===== config.mk =====
export PLATFORM = sky130hd
export DESIGN_NAME = ste_snd_fifo
export DESIGN_NICKNAME = d
export VERILOG_FILES = /design/src/rtl/ste_snd_fifo.sv
export SDC_FILE = /design/constraint.sdc
export NUM_CORES = 1
export LEC_CHECK = 0
export CORE_MARGIN = 4
export CORE_UTILIZATION = 55
export CTS_BUF_LIST = sky130_fd_sc_hd__clkbuf_4
export DETAILED_ROUTE_END_ITERATION = 10
export PLACE_DENSITY = 0.85
export SLEW_MARGIN = 20
export SYNTH_ARGS = -nofsm -noshare
export SYNTH_HDL_FRONTEND = slang
export SYNTH_SLANG_ARGS = --single-unit

===== constraint.sdc =====
create_clock -name clk -period 5.5 [get_ports clk]
set_input_delay 1.65 -clock clk [delete_from_list [all_inputs] [get_ports clk]]
set_output_delay 1.65 -clock clk [all_outputs]
set_load 0.02 [all_outputs]

===== src/rtl/ste_snd_fifo.sv =====
// STE DMA-sound sample FIFO: buffers 16-bit MCU sound words and paces them out as signed
// left/right samples at a programmable rate. Define STE_SND_MONO_EN to honour the mono input.
module ste_snd_fifo #(
    parameter int DEPTH    = 4,
    parameter int DIV_BASE = 160
) (
    input  logic                   clk,
    input  logic                   porb,
    input  logic                   sndon,
    input  logic                   mono,
    input  logic [1:0]             rate,
    input  logic                   sload_n,
    input  logic [15:0]            data,
    output logic                   sreq,
    output logic [7:0]             left,
    output logic [7:0]             right,
    output logic                   sample_stb,
    output logic [$clog2(DEPTH):0] level,
    output logic                   ovf,
    output logic                   unf
);
    localparam int PTR_W = $clog2(DEPTH);
    localparam int LVL_W = PTR_W + 1;
    localparam int CNT_W = $clog2(DIV_BASE * 8);

    function automatic logic [CNT_W-1:0] div_reload(input logic [1:0] r);
        logic [31:0] n;
        n = 32'(DIV_BASE) << (2'd3 - r);
        return CNT_W'(n - 32'd1);
    endfunction

    logic             sload_prev_q, sload_prev_d;
    logic             on_q, on_d;
    logic [CNT_W-1:0] cnt_q, cnt_d;
    logic [PTR_W-1:0] wr_ptr_q, wr_ptr_d;
    logic [PTR_W-1:0] rd_ptr_q, rd_ptr_d;
    logic [LVL_W-1:0] level_q, level_d;
    logic [15:0]      mem_q [DEPTH];
    logic [15:0]      mem_d [DEPTH];
    logic [7:0]       left_q, left_d;
    logic [7:0]       right_q, right_d;
    logic             stb_q, stb_d;
    logic             sreq_q, sreq_d;
    logic             ovf_q, ovf_d;
    logic             unf_q, unf_d;

    logic             push_edge_s, tick_s, empty_s, full_s, pop_s, push_s, drop_s;
    logic [15:0]      rd_word_s;

    assign push_edge_s = sload_prev_q & ~sload_n;
    assign tick_s      = sndon & on_q & (cnt_q == CNT_W'(0));
    assign empty_s     = (level_q == LVL_W'(0));
    assign full_s      = (level_q == LVL_W'(DEPTH));
    assign rd_word_s   = mem_q[rd_ptr_q];
    assign push_s      = sndon & push_edge_s & (~full_s | pop_s);
    assign drop_s      = sndon & push_edge_s & full_s & ~pop_s;

`ifdef STE_SND_MONO_EN
    logic phase_q, phase_d;
    // In mono the high-byte phase emits a sample without consuming the word.
    assign pop_s = tick_s & ~empty_s & (~mono | phase_q);
`else
    logic unused_mono_s;
    assign unused_mono_s = mono;
    assign pop_s = tick_s & ~empty_s;
`endif

    // Next-state logic: push/pop bookkeeping, rate divider, sample registers and sticky flags.
    always_comb begin
        sload_prev_d = sload_n;
        on_d         = sndon;
        cnt_d        = cnt_q;
        wr_ptr_d     = wr_ptr_q;
        rd_ptr_d     = rd_ptr_q;
        level_d      = level_q;
        mem_d        = mem_q;
        left_d       = left_q;
        right_d      = right_q;
        stb_d        = 1'b0;
        ovf_d        = ovf_q;
        unf_d        = unf_q;
`ifdef STE_SND_MONO_EN
        phase_d      = phase_q;
`endif
        if (!sndon) begin
            cnt_d    = div_reload(rate);
            wr_ptr_d = PTR_W'(0);
            rd_ptr_d = PTR_W'(0);
            level_d  = LVL_W'(0);
            left_d   = 8'h00;
            right_d  = 8'h00;
            ovf_d    = 1'b0;
            unf_d    = 1'b0;
`ifdef STE_SND_MONO_EN
            phase_d  = 1'b0;
`endif
        end else begin
            // Holding the reload on the first enabled edge makes the first tick land N edges later.
            if (!on_q || tick_s) begin
                cnt_d = div_reload(rate);
            end else begin
                cnt_d = cnt_q - CNT_W'(1);
            end
            if (push_s) begin
                mem_d[wr_ptr_q] = data;
                wr_ptr_d        = wr_ptr_q + PTR_W'(1);
            end else begin
                wr_ptr_d = wr_ptr_q;
            end
            if (pop_s) begin
                rd_ptr_d = rd_ptr_q + PTR_W'(1);
            end else begin
                rd_ptr_d = rd_ptr_q;
            end
            case ({push_s, pop_s})
                2'b10:   level_d = level_q + LVL_W'(1);
                2'b01:   level_d = level_q - LVL_W'(1);
                default: level_d = level_q;
            endcase
            if (drop_s) begin
                ovf_d = 1'b1;
            end else begin
                ovf_d = ovf_q;
            end
            if (tick_s && empty_s) begin
                unf_d = 1'b1;
            end else begin
                unf_d = unf_q;
            end
            if (tick_s && !empty_s) begin
                stb_d = 1'b1;
`ifdef STE_SND_MONO_EN
                if (mono && !phase_q) begin
                    left_d  = rd_word_s[15:8];
                    right_d = rd_word_s[15:8];
                    phase_d = 1'b1;
                end else if (mono) begin
                    left_d  = rd_word_s[7:0];
                    right_d = rd_word_s[7:0];
                    phase_d = 1'b0;
                end else begin
                    left_d  = rd_word_s[15:8];
                    right_d = rd_word_s[7:0];
                    phase_d = 1'b0;
                end
`else
                left_d  = rd_word_s[15:8];
                right_d = rd_word_s[7:0];
`endif
            end else begin
                stb_d = 1'b0;
            end
        end
        sreq_d = sndon & (level_d <= LVL_W'(DEPTH - 2));
    end

    // State registers; porb clears everything asynchronously.
    always_ff @(posedge clk or negedge porb) begin
        if (!porb) begin
            sload_prev_q <= 1'b1;
            on_q         <= 1'b0;
            cnt_q        <= div_reload(2'b00);
            wr_ptr_q     <= PTR_W'(0);
            rd_ptr_q     <= PTR_W'(0);
            level_q      <= LVL_W'(0);
            for (int i = 0; i < DEPTH; i++) mem_q[i] <= 16'h0000;
            left_q       <= 8'h00;
            right_q      <= 8'h00;
            stb_q        <= 1'b0;
            sreq_q       <= 1'b0;
            ovf_q        <= 1'b0;
            unf_q        <= 1'b0;
`ifdef STE_SND_MONO_EN
            phase_q      <= 1'b0;
`endif
        end else begin
            sload_prev_q <= sload_prev_d;
            on_q         <= on_d;
            cnt_q        <= cnt_d;
            wr_ptr_q     <= wr_ptr_d;
            rd_ptr_q     <= rd_ptr_d;
            level_q      <= level_d;
            mem_q        <= mem_d;
            left_q       <= left_d;
            right_q      <= right_d;
            stb_q        <= stb_d;
            sreq_q       <= sreq_d;
            ovf_q        <= ovf_d;
            unf_q        <= unf_d;
`ifdef STE_SND_MONO_EN
            phase_q      <= phase_d;
`endif
        end
    end

    assign sreq       = sreq_q;
    assign left       = left_q;
    assign right      = right_q;
    assign sample_stb = stb_q;
    assign level      = level_q;
    assign ovf        = ovf_q;
    assign unf        = unf_q;

endmodule


* Yosys cells after proc, flatten, opt, wreduce, memory -nomap -nowiden
Index checks and enable logic that the tools add are counted.
** Storage, ports and cells
- Bits in read-only memories :: 0
- Bits in latches :: 0
- Output and inout port bits :: 23
- Register bits :: 104
- Bits in writable memories :: 0
- Word-level logic and storage cells :: 85
- Memories kept :: 0
- Input port bits :: 23
** Cells by class
- Divide/modulo/power cells :: 0
- Eq/ne operators :: 8
- Muxes and demuxes :: 24
- Multiply operators :: 0
- Order comparisons :: 4
- $add $sub $neg :: 7
- Shift-type cells :: 1
- Reduce and logical (&&, ||, !) cells :: 9
- Bitwise logic cells :: 16
** Operators by type and width (number)
- bitwise mux 64 bit :: 1
- two-way mux 16 bit :: 3
- binary-select mux 16 bit (select 2 bit) :: 1
- demux 16 bit (select 2 bit) :: 1
- two-way mux 8 bit :: 4
- two-way mux 11 bit :: 2
- subtractor 11 x 1 -> 11 bit, second input constant :: 2
- zero test 11 bit :: 1
- << shifter 8 x 2 -> 11 bit, first input constant :: 1
- inequality test 2 x 1 -> 1 bit, second input constant :: 5
- AND 1 bit :: 9
- two-way mux 2 bit :: 4
- greater-or-equal comparator 3 bit, second input constant :: 2
- two-way mux 1 bit :: 6
- NOT 2 -> 3 bit :: 2
- case mux 3 bit (2 select lines) :: 1
- adder 2 x 1 -> 2 bit, second input constant :: 2
- NOT 1 bit :: 4
- adder 3 x 1 -> 3 bit, second input constant :: 1
- equality test 3 bit, second input constant :: 1
- less-or-equal comparator 3 x 2 -> 1 bit, second input constant :: 1
- logical AND 1 bit :: 3
- zero test 3 bit :: 1
- less-than comparator 3 x 1 -> 1 bit, second input constant :: 1
- other kinds (9) :: 10

* Longest topological paths before layout
- Word-level depth :: 10
- Depth in mapped cells :: 11
- Depth with buffers taken out :: 11

* Least setup slack after synthesis
OpenSTA, ideal clock, no wires.
- Path kind :: input to register
- Start :: in sndon
- End :: reg sreq_q (netlist: sreq)
- Setup slack :: 1.717 ns
- Path buffers :: 2
- Stages on the path :: 9
- Setup time :: 0.094 ns
- Required time :: 5.406 ns
- Data arrival time :: 3.689 ns
- Cell sequence :: clkbuf_1 -> o311ai_0 -> nor4_4 -> buf_6 -> ha_1 -> fa_1 -> mux2i_1 -> nor2_1 -> a211oi_1
** Between the ends
- Cells in the longest elaborated chain, start to end :: 10
- Elaborated cells between the ends (all ways) :: 12
- Classes of those cells :: order compare (1); eq/ne (2); mux (2); bitwise (7)
** RTL lines
- from (decl) :: line 9 : input logic sndon,
- AND 1 bit (2 in a row) :: line 51 : assign tick_s = sndon & on_q & (cnt_q == CNT_W'(0));
- AND 1 bit :: line 65 : assign pop_s = tick_s & ~empty_s;
- OR 1 bit :: line 55 : assign push_s = sndon & push_edge_s & (~full_s | pop_s);
- AND 1 bit :: line 55
- equality test 2 x 1 -> 1 bit / equality test 2 bit (equally long branches) :: line 115 : case ({push_s, pop_s})
- case mux 3 bit (2 select lines) :: line 115
- two-way mux 3 bit * :: line 85 : if (!sndon) begin
- net level_d[1] :: line 37 : logic [LVL_W-1:0] level_q, level_d;
- less-or-equal comparator 3 x 2 -> 1 bit * :: line 154 : sreq_d = sndon & (level_d <= LVL_W'(DEPTH - 2));
- AND 1 bit * :: line 154
- net sreq_d :: line 43 : logic sreq_q, sreq_d;
- to (signal assigned) :: line 187 : sreq_q <= sreq_d;
- to (decl) :: line 43
Mark *: on every way through the listed nets, which the timed path passes. The rest lies on a longest branch.
A chain may end at the register's enable or synchronous reset.

* Final worst setup path
- Start :: in sndon
- End :: reg sreq_q (netlist: sreq)
** Between the ends
- Cells in the longest elaborated chain, start to end :: 10
- Elaborated cells between the ends (all ways) :: 12
- Classes of those cells :: order compare (1); eq/ne (2); mux (2); bitwise (7)
** RTL lines (line)
- AND 1 bit (2 in a row) :: 51
- AND 1 bit :: 65
- OR 1 bit :: 55
- AND 1 bit :: 55
- equality test 2 x 1 -> 1 bit / equality test 2 bit (equally long branches) :: 115
- case mux 3 bit (2 select lines) :: 115
- two-way mux 3 bit :: 85
- less-or-equal comparator 3 x 2 -> 1 bit :: 154
- AND 1 bit * :: 154
- net sreq_d :: 43
Marked as above.

==> flow_metrics.tcl <==
set metrics [dict create \
    final_design_area_no_fill_um2 5500 \
    grt_setup_unrepaired "no" \
    post_cts_resize_count 0 \
    clkSlewWorstSetupHoldPaths_ns 0.16 \
    top_layer "met4" \
    fin_crit_sh_pct 72.8 \
    area_of_combinational_cells_with_multiple_inputs_um2 2090 \
    ys_dominant_reg_cell "dfrtp_1" \
    grt_start_max_net_pins 58 \
    synth_fp_nets 388 \
    timing.final.hold_violations 0 \
    postSynthCellCount 352 \
    worst_hold_startpoint "cnt_q[0]" \
    run_status "finished, final reports clean" \
    insertion_delay_ns 0.47 \
    setup.worst_path.end_class "flop" \
    grt_antenna_before_repair 0 \
    fp-row-count 33 \
    cts.sink_count 104 \
    final_util_pct 65.6 \
    worst_hold_path_type "flop to flop" \
    worstPathCellList "clkdlybuf4s50_1 > and4b_1 > nand3_2 > a21bo_2 > ha_1 > fa_1 > xnor2_1 > nor2_1 > xor2_1 > a211oi_1" \
    boundaryPins 46 \
    detailed_route_wire_length_per_cell_um 17.9 \
    fp.coreArea_um2 8380 \
    power.density_cell_area_nw_per_um2 277 \
    maximum_fanout_along_the_worst_path 11 \
    start_kind "input port" \
    post_dp_cell_area_um2 5340 \
    drcViolationCount 0 \
    final_nets 433 \
    seqCellArea_um2 2620 \
    met3_wirelength_um 291 \
    wl_met1_mm 4.02 \
    cts_tree "built" \
    initial_util_pct 57.5 \
    dr_total_vias 2910 \
    synthesis.yosys.warnings 0 \
    synth-edff-count 0 \
    remaining_max_slew_budget_at_the_tightest_pin_pct 42.0 \
    timing.final.setup_violations 0 \
    tot_gr_track_use_pct 19.4 \
    ant_diodes 0 \
    vdd_ir_max_mv 0.138 \
    crit_family "buffers and inverters" \
    numPortBuffers 44 \
    numCtsBuffers 9 \
    postCtsSetupBuffers 0 \
    maxCapViolations 0 \
    dp_hpwl_mm 6.07 \
    detail_route.iter0.violations 141 \
    synth-seq-cells 104 \
    avgViaCountPerCell 5.74 \
    clockRootBuffer "clkbuf_4" \
    dieHeight_um 102 \
    worst_slew_pin_tran_ns 0.871 \
    leakagePower_nw 2.37 \
    criticalPathCategory "input port to flop" \
    fillers 619 \
    grt_first_pass_wirelength_mm 15.3 \
    cts-htree-levels 3 \
    yosysSeqAreaShare_pct 54.3 \
    crit_required_ns 5.88 \
    final_cell_mix "dfrtp_1, mux2_2, nand2_1, clkdlybuf4s50_1, mux4_2" \
    drt_pre_antenna_iters 4 \
    worstPathBufferInverterCount 1 \
    worstSetupStartpoint "sndon" \
    chipWidth_um 102 \
    synthArstFlopShare_pct 100 \
    crit-reg2reg-launch "cnt_q[7]" \
    synth_area_per_cell_um2 13.7 \
    crit_path_dat_ns 4.39 \
    setup_tns_ns 0 \
    synth_cell_type_count 46 \
    max_stage_delay_cell_worst_path "clkdlybuf4s50_1" \
    achievable-frequency_mhz 250 \
    met2WireLength_mm 4.64 \
    fraction_of_final_layout_cells_with_drive_strength_greater_than_1_pct 28.1 \
    holdBufCountCts 0 \
    layout_commonest_cell "dfrtp_1" \
    cp_slowest_stage_delay_ns 0.69 \
    ant_nets 0 \
    fin_worst_skew_ns 0.0205 \
    fin_max_slew_vios 0 \
    area.growth.synth_to_final_pct 14.2 \
    grt_overflow_total 0 \
    final.hold.worst_slack_ns 0.481 \
    ctsLongestPathBuffers 2 \
    mappedNetlistArea_um2 4820 \
    via_count_of_the_first_global_routing_pass 3083 \
    drt_wl_total_mm 9.06 \
    gp_congestion 0.750 \
    period_needed_ns 4.01 \
    floorplan.die_area_um2 10300 \
]
synthesized netlist by cell type (6+ instances only):
cell type	number	area, um2
dfrtp_1	94	2350
mux2_2	51	574
nand2_1	45	169
mux4_2	16	360
mux2_1	14	158
ha_1	12	150
dfstp_2	10	263
o21ai_1	10	50.1
nor2_1	9	33.8
inv_1	8	30.0
mux2i_1	8	80.1
o21ai_0	7	35.0
xnor2_1	7	61.3
clkbuf_1	6	22.5
worst register-to-register path: cells and delay by family (launching register included):
family | cells | cell delay (ns)
buf+inv | 1 | 0.30
flops | 1 | 0.42
simple gates | 3 | 1.03
fa+ha+maj | 2 | 0.68
mux | 1 | 0.14
compound gates | 1 | 0.21
state kept, by name, indices dropped and copies added, names as in the netlist, 2 cells and up:
name and cells:
cnt_q 11, rd_ptr_q 2, right 8, mem_q 64
wr_ptr_q 2, level 3, left 8
cell families (layout without fill, tap and decap cells):
logic type	after synthesis	count (layout)	synth area share (%)
compound gates	31	31	4.81
buf+inv	23	73	2.34
fa+ha+maj	13	13	3.53
simple gates	81	81	8.68
flops	104	104	54.3
mux	89	89	24.3
xor+xnor	11	11	2.00
cell type report:
class	instances	area share, %
clock inverters	7	1.64
well taps	105	2.39
multi-input cells	225	38.0
flip-flops and latches	104	47.6
repair buffers	49	8.65
inverters	8	0.546
clock buffers	9	1.23
where the power goes:
part / total, W / switching (W) / internal, W
clock: 0.000422 / 0.000273 / 0.000149
combinational: 0.000192 / 0.0000724 / 0.000120
sequential: 0.000911 / 0.0000502 / 0.000861
final timing paths:
check                       endpoint  slack (ns)  depth (start not counted)
hold reg to reg             cnt_q[0]        0.48                          1
setup / recovery                sreq        1.49                         10
setup reg to reg                sreq        2.66                          8
hold / removal              cnt_q[0]        0.48                          1
min in group asynchronous    left[4]        1.21                          1
max in group asynchronous  mem_q[39]        3.25                          2
per-stage QoR:
stage	instances	setup WS (ns)	power [W]
finish	507	1.49	0.00153
detailed placement	491	0.979	0.00112
floorplan	352	1.72	0.00105
CTS	507	1.48	0.00154
global route	507	1.31	0.00160
global placement	491	1.06	0.00110
routing by layer:
metal | global-route usage, % | vias to the layer above
met2 | 32.2 | 44
met5 | 0 | -
met1 | 25.7 | 1497
met3 | 4.20 | 13
li1 | - | 1356
met4 | 6.24 | 0
(Power assumes the default switching activity.)
